### config.mk
export PLATFORM = sky130hd
export DESIGN_NAME = store_to_fetch_arbiter
export DESIGN_NICKNAME = d
export VERILOG_FILES = /design/src/rtl/store_to_fetch_arbiter.sv
export SDC_FILE = /design/constraint.sdc
export NUM_CORES = 1
export LEC_CHECK = 0
export CAP_MARGIN = 20
export CORE_AREA = 2 2 136 138
export DETAILED_ROUTE_END_ITERATION = 8
export DIE_AREA = 0 0 138 140
export DONT_BUFFER_PORTS = 1
export HOLD_SLACK_MARGIN = 0.12
export SLEW_MARGIN = 30
export SYNTH_ARGS = -nofsm -noshare
export SYNTH_HDL_FRONTEND = slang
export SYNTH_SLANG_ARGS = --single-unit
### constraint.sdc
create_clock -name clk -period 7.5 [get_ports clk]
set_input_delay 1.125 -clock clk [delete_from_list [all_inputs] [get_ports clk]]
set_output_delay 1.125 -clock clk [all_outputs]
set_load 0.05 [all_outputs]
### src/rtl/store_to_fetch_arbiter.sv
// store_to_fetch_arbiter
//   Round-robin arbiter that shares one store-to-fetch packet slot between
//   NUM_REQ store-side requesters and the fetch stage.
//
// Ports
//   clk          in   single clock, all state updates on rising edge
//   reset        in   asynchronous active-high reset
//   req_valid    in   [NUM_REQ]            requester i has a packet pending
//   req_pkt      in   [NUM_REQ*PKT_WIDTH]  packet of requester i at [i*PKT_WIDTH +: PKT_WIDTH]
//   req_grant    out  [NUM_REQ]            one-hot/zero, packet i accepted at this edge
//   can_receive  out  slot holds a packet for fetch
//   fetch_data   out  [PKT_WIDTH]          packet in slot
//   fetch_recv   in   fetch pops the slot this cycle
//   proto_error  out  sticky: pop seen while slot empty
//   pkt_count    out  [16]                 packets accepted since reset (wrapping)
module store_to_fetch_arbiter #(
    parameter int NUM_REQ   = 4,
    parameter int PKT_WIDTH = 64
) (
    input  logic                         clk,
    input  logic                         reset,
    input  logic [NUM_REQ-1:0]           req_valid,
    input  logic [NUM_REQ*PKT_WIDTH-1:0] req_pkt,
    output logic [NUM_REQ-1:0]           req_grant,
    output logic                         can_receive,
    output logic [PKT_WIDTH-1:0]         fetch_data,
    input  logic                         fetch_recv,
    output logic                         proto_error,
    output logic [15:0]                  pkt_count
);

    localparam int              PTR_W     = $clog2(NUM_REQ);
    localparam logic [PTR_W:0]  NUM_REQ_W = (PTR_W+1)'(NUM_REQ);
    localparam logic [PTR_W-1:0] LAST_IDX = PTR_W'(NUM_REQ - 1);

    typedef enum logic {
        EMPTY = 1'b0,
        FULL  = 1'b1
    } state_t;

    state_t                 state_q;
    logic [PTR_W-1:0]       rr_q;
    logic [PTR_W-1:0]       rr_d;
    logic [PKT_WIDTH-1:0]   data_q;
    logic                   proto_q;
    logic [15:0]            count_q;

    logic                   writable;
    logic                   grant_any;
    logic [PTR_W-1:0]       grant_idx;

    // Search upward from rr_q, wrapping at NUM_REQ; first valid requester wins.
    always_comb begin
        logic [PTR_W:0] cand;
        cand      = '0;
        req_grant = '0;
        grant_any = 1'b0;
        grant_idx = '0;
        writable  = (state_q == EMPTY) || fetch_recv;
        if (!reset && writable) begin
            for (int unsigned k = 0; k < NUM_REQ; k++) begin
                cand = {1'b0, rr_q} + k[PTR_W:0];
                if (cand >= NUM_REQ_W) begin
                    cand = cand - NUM_REQ_W;
                end
                if (!grant_any && req_valid[cand[PTR_W-1:0]]) begin
                    grant_any = 1'b1;
                    grant_idx = cand[PTR_W-1:0];
                end
            end
        end
        if (grant_any) begin
            req_grant[grant_idx] = 1'b1;
        end
        rr_d = (grant_idx == LAST_IDX) ? '0 : grant_idx + 1'b1;
    end

    always_ff @(posedge clk or posedge reset) begin
        if (reset) begin
            state_q <= EMPTY;
            rr_q    <= '0;
            data_q  <= '0;
            proto_q <= 1'b0;
            count_q <= '0;
        end else begin
            if (grant_any) begin
                // Covers both fill-from-empty and pop-and-refill.
                data_q  <= req_pkt[int'(grant_idx)*PKT_WIDTH +: PKT_WIDTH];
                state_q <= FULL;
                rr_q    <= rr_d;
                count_q <= count_q + 16'd1;
            end else if (state_q == FULL && fetch_recv) begin
                state_q <= EMPTY;
            end
            if (state_q == EMPTY && fetch_recv) begin
                proto_q <= 1'b1;
            end
        end
    end

    assign can_receive = (state_q == FULL);
    assign fetch_data  = data_q;
    assign proto_error = proto_q;
    assign pkt_count   = count_q;

endmodule

==> Word-level counts from Yosys, hierarchy flattened <==
Index checks and enable logic that the tools add are counted.
{ "word_totals": {"in_bits": 263, "elab_cells": 75, "reg_bits": 84, "out_inout_bits": 86} }
{ "op_classes": {"order_cmp": 10, "n_eq_ne": 1, "n_reduce_logical": 13, "muxes": 35, "bitwise_logic": 1, "shifts": 1, "add_sub_neg": 9} }
{ "op_table": {"columns": ["op", "count"], "rows": [
  ["indexed part select 256 x 9 -> 64 bit", 1],
  ["two-way mux 2 bit", 14],
  ["adder 16 x 1 -> 16 bit (second input constant)", 1],
  ["less-than comparator 2 x 3 -> 1 bit (second input constant)", 5],
  ["two-way mux 1 bit", 15],
  [">= comparator 3 bit (second input constant)", 3],
  ["binary-select mux 1 bit (select 2 bit)", 4],
  ["subtractor 2 x 1 -> 2 bit (second input constant)", 4],
  ["logical AND 1 bit", 7],
  ["adder 2 x 2 -> 3 bit (second input constant)", 2],
  ["zero test 1 bit", 4],
  ["two-way mux 4 bit", 1],
  ["adder 2 x 1 -> 3 bit (second input constant)", 1],
  [">= comparator 2 x 3 -> 1 bit (second input constant)", 1],
  ["adder 2 x 1 -> 2 bit (second input constant)", 1],
  ["demux 1 bit (select 2 bit)", 1],
  ["== test 2 bit (second input constant)", 1],
  [">= comparator 2 x 1 -> 1 bit (second input constant)", 1],
  ["nonzero test 2 bit", 1],
  ["logical OR 1 bit", 1],
  ["inverter 1 bit", 1]
]} }

==> Longest topological paths before layout <==
{ "logic_depth": {"ltp_word": 25, "mapped_depth": 9, "mapped_depth_nobuf": 7} }

==> Worst setup path after synthesis <==
No wires, ideal clock.
{ "synth_path": {"kind": "in2out", "start": "in req_valid[0]", "end": "out req_grant[0]", "t_arrival_ns": 2.794, "cell_stages": 8, "setup_slack_ns": 3.581, "t_required_ns": 6.375, "path_buffers": 2, "cell_sequence": "nor4_1 > or3_1 > buf_2 > nor3_2 > inv_2 > clkbuf_1 > ha_1 > and2_1"} }
{ "synth_between": {"elab_chain_cells": 21, "word_cells_on_any_way": 33, "classes_between": "order compare: 2; mux: 24; reduce/logical: 7"} }
{ "synth_lines": {"columns": ["element", "line_no", "text"], "rows": [
  ["from (decl)", "22", "input logic [NUM_REQ-1:0] req_valid,"],
  ["binary-select mux 1 bit (select 2 bit)", "66", "if (!grant_any && req_valid[cand[PTR_W-1:0]]) begin"],
  ["two-way mux 1 bit (not written as such)", "66", null],
  ["two-way mux 1 bit", "66", null],
  ["two-way mux 1 bit", "60", "if (!reset && writable) begin"],
  ["zero test 1 bit", "66", null],
  ["logical AND 1 bit", "66", null],
  ["two-way mux 1 bit", "66", null],
  ["two-way mux 1 bit", "60", null],
  ["[5 not listed]", null, null],
  ["logical AND 1 bit", "66", null],
  ["two-way mux 2 bit", "66", null],
  ["two-way mux 2 bit", "60", null],
  ["less-than comparator 2 x 3 -> 1 bit (not written as such) / >= comparator 2 x 1 -> 1 bit (equally long branches)", "73", "req_grant[grant_idx] = 1'b1;"],
  ["logical AND 1 bit (not written as such)", "73", null],
  ["two-way mux 1 bit (not written as such)", "73", null],
  ["demux 1 bit (select 2 bit)", "73", null],
  ["two-way mux 4 bit (*)", "72", "if (grant_any) begin"],
  ["to (decl)", "24", "output logic [NUM_REQ-1:0] req_grant,"]
]} }
Mark *: on every way between the ends. The rest lies on a longest branch, timed or not. The select of a mux whose other input is x is not followed.

==> Worst setup path in the final report <==
{ "layout_path": {"start": "in req_valid[0]", "end": "out req_grant[1]"} }
The elaborated chain is that of the path after synthesis.

==> flow_metrics.tcl <==
set metrics [dict create \
    ant_nets 0 \
    rows 49 \
    syn_avg_cell_area_um2 9.56 \
    cts_num_sinks 84 \
    yosys_warnings 0 \
    fin_util 0.359 \
    fin_setup_tns_ns 0 \
    reg2reg_to "fetch_data[23]" \
    r2r-start "can_receive" \
    ff2ff_path_depth 7 \
    overflow 0 \
    postCtsSetupBuffers 0 \
    grt_pass1_vias 5305 \
    ys_types 33 \
    cts.path.max_buffers 2 \
    crit_slowest_cell "buf_4" \
    ys_ff_latch 84 \
    crit_type "in2out" \
    layout_worst_path_cycle_share 0.647 \
    crit_fanout 70 \
    grt_pass1_wl_um 30400 \
    hold_start "rr_q[1]" \
    p_seq_frac 0.527 \
    clk_latency_ns 0.34 \
    grt_max_degree 71 \
    p_sw_frac 0.511 \
    min_period_ns 4.85 \
    worstSetupStartpointType "input port" \
    reg2reg_slack_ns 3.98 \
    path_clk_slew_ns 0.07 \
    dpl.hpwl_um 13800 \
    fp.dieH_um 140 \
    syn2layout_area_growth_pct 7.50 \
    worst_pin_slew_ns 0.944 \
    track_usage 0.199 \
    cts_resized 0 \
    port_buffers 0 \
    ir_drop_uv 140 \
    synthCells 621 \
    end_kind "output pin" \
    synth_area_um2 5940 \
    synth_top_area_cell "dfrtp_1" \
    cap_violations 0 \
    max_stage_delay_ns 0.61 \
    setup_violations 0 \
    p_int_w 0.00110 \
    critPathRequiredTime_ns 6.38 \
    hold_violations 0 \
    synth_nets 889 \
    synth_top_area_share 0.354 \
    status "finished clean" \
    drc_errors 0 \
    synthTopCellsByArea "dfrtp_1, mux2i_1, o211ai_2" \
    coreArea_um2 17800 \
    cp_top_family "simple AND/OR/NAND/NOR gates" \
    power_density_nw_per_um2 352 \
    nFillCells 1779 \
    num_vias 5234 \
    ios 349 \
    nNetsFinal 845 \
    via_per_inst 6.45 \
    initial_utilization 0.334 \
    cts.htree.levels 3 \
    cts_tree "done" \
    comb_power_share 0.259 \
    cts_buffers 9 \
    fmax_ghz 0.206 \
    routed_wl_um 20100 \
    p_clk_frac 0.214 \
    holdCritPathClass "reg2reg" \
    antenna_found_initial 1 \
    ys_seq_area_frac 0.354 \
    die_area_um2 19300 \
    die_x_um 138 \
    slew_viol_final 0 \
    critPathArrivalTime_ns 3.73 \
    drive_gt1_frac 0.153 \
    drtIter0Drc 309 \
    drtPass1Iterations 5 \
    power_switching_w 0.00115 \
    finalClockSkew_ns 0.00838 \
    timing.slew.headroom 0.369 \
    gp_congestion 0.853 \
    ctsRootBufferMaster "clkbuf_16" \
    rsz0062_at_grt "no" \
    crit_buf_inv 2 \
    routedWlPerCell_um 24.8 \
    holdPathEnd "rr_q[1]" \
    total_leakage_power_nw 2.81 \
    hold_depth 2 \
    holdBufCountCts 0 \
    crit_path_cell_trace "nor4_1, or3_2, buf_4, nor3_2, clkinv_2, ha_1, and2_1" \
]
final cells by class:
cell class	count	area, um2	share of cell area
well taps	229	287	0.0449
flip-flops and latches	84	2100	0.329
repair buffers	13	101	0.0159
clock inverters	5	85.1	0.0133
diodes	1	2.50	0.000392
inverters	6	25.0	0.00392
clock buffers	10	229	0.0359
multi-input cells	463	3550	0.556
routing by layer:
layer / global-route usage / wire [um] / up-vias
li1: - / - / 2290
met1: 0.224 / 7400 / 2551
met2: 0.356 / 10400 / 349
met3: 0.0468 / 1600 / 44
met4: 0.0945 / 725 / 0
met5: 0 / 0 / -
synthesized netlist by cell type, drive strengths merged:
master  count
nand4      70
o21ai       2
o211ai     64
nand3       6
a221oi      1
o31ai      64
and2        5
nor2b       2
ha          5
a21oi       3
xor2        4
dfrtp      84
nand2      75
and4        2
and3        3
nand2b      2
buf        15
xnor2      11
nor4        2
or2         2
inv         6
mux2i      65
a21o       66
nor2        5
nor3        3
clkbuf     53
or3         1
worst reg2reg max path, delay by kind of cell (launching register included):
kind                   cells  cell delay (ns)
buffers and inverters      3             1.42
AND/OR/NAND/NOR            3             1.11
flip-flops                 1             0.57
AO/OA/AOI/OAI              1             0.31
worst max-delay path by stage:
stage                        end          from  depth (start not counted)  slack [ns]
finish              req_grant[1]  req_valid[0]                          7        2.65
global route        req_grant[1]  req_valid[0]                          7        2.51
CTS                 req_grant[1]  req_valid[0]                          7        2.70
detailed placement  req_grant[1]  req_valid[0]                          7        2.70
global placement    req_grant[0]  req_valid[0]                          9        2.63
floorplan           req_grant[0]  req_valid[0]                          8        3.58
sequential cells by signal (all words and copies together), names as in the netlist:
| register | flops |
|---|---|
| can_receive | 1 |
| fetch_data | 64 |
| pkt_count | 16 |
| proto_error | 1 |
| rr_q | 2 |
per-stage QoR:
stage	std cells	hold slack, ns	area [um2]	total power [W]	setup WS, ns
2_1_floorplan	621	0.523	5940	0.00161	3.58
3_3_place_gp	795	0.558	6060	0.00174	2.63
3_5_place_dp	795	0.570	6060	0.00178	2.70
4_1_cts	810	0.583	6380	0.00226	2.70
5_1_grt	811	0.639	6380	0.00235	2.51
6_report	811	0.587	6380	0.00225	2.65
power by group through the flow:
stage	Clock [W]	Sequential (W)	Combinational [W]
after CTS	0.000498	0.00119	0.000581
after floorplan	0	0.00114	0.000475
after global placement	0	0.00119	0.000553
after detailed placement	0	0.00119	0.000583
after global routing	0.000520	0.00120	0.000636
final	0.000481	0.00118	0.000581
logic make-up (layout without fill, tap and decap cells):
kind of cell | Yosys count | after routing | synth area share
DFF | 84 | 84 | 0.354
and+or+nand+nor | 178 | 178 | 0.154
other | 0 | 1 | 0
AOI/OAI and AO/OA | 200 | 200 | 0.294
adders and majority gates | 5 | 5 | 0.0105
muxes | 65 | 65 | 0.110
buffers and inverters | 74 | 34 | 0.0561
xor gates and xnor gates | 15 | 15 | 0.0221
cells in the final DEF, fill, tap and decap left out, types with 2 or more instances in the layout:
cell type  Yosys  routed
o211ai_1      14      14
o211ai_2      50      50
bufinv_16      0       2
o31ai_1       64      64
a21o_1        66      65
nand2b_1       2       2
buf_4          2      12
nand4_1       70      70
mux2i_1       65      65
dfrtp_1       84      84
xor2_1         4       4
nor4_1         2       2
nor2_1         5       3
inv_1          5       4
and4_1         2       2
clkbuf_16      0       9
a21oi_1        3       2
nor3_1         2       2
ha_1           5       5
nand3_1        6       5
and3_1         3       3
nor2_4         0       2
or2_2          2       2
and2_1         5       5
nand2_1       75      75
clkinv_2       0       2
nor2b_1        2       2
inv_6          0       2
xnor2_1       11      11
(Power assumes the default switching activity.)
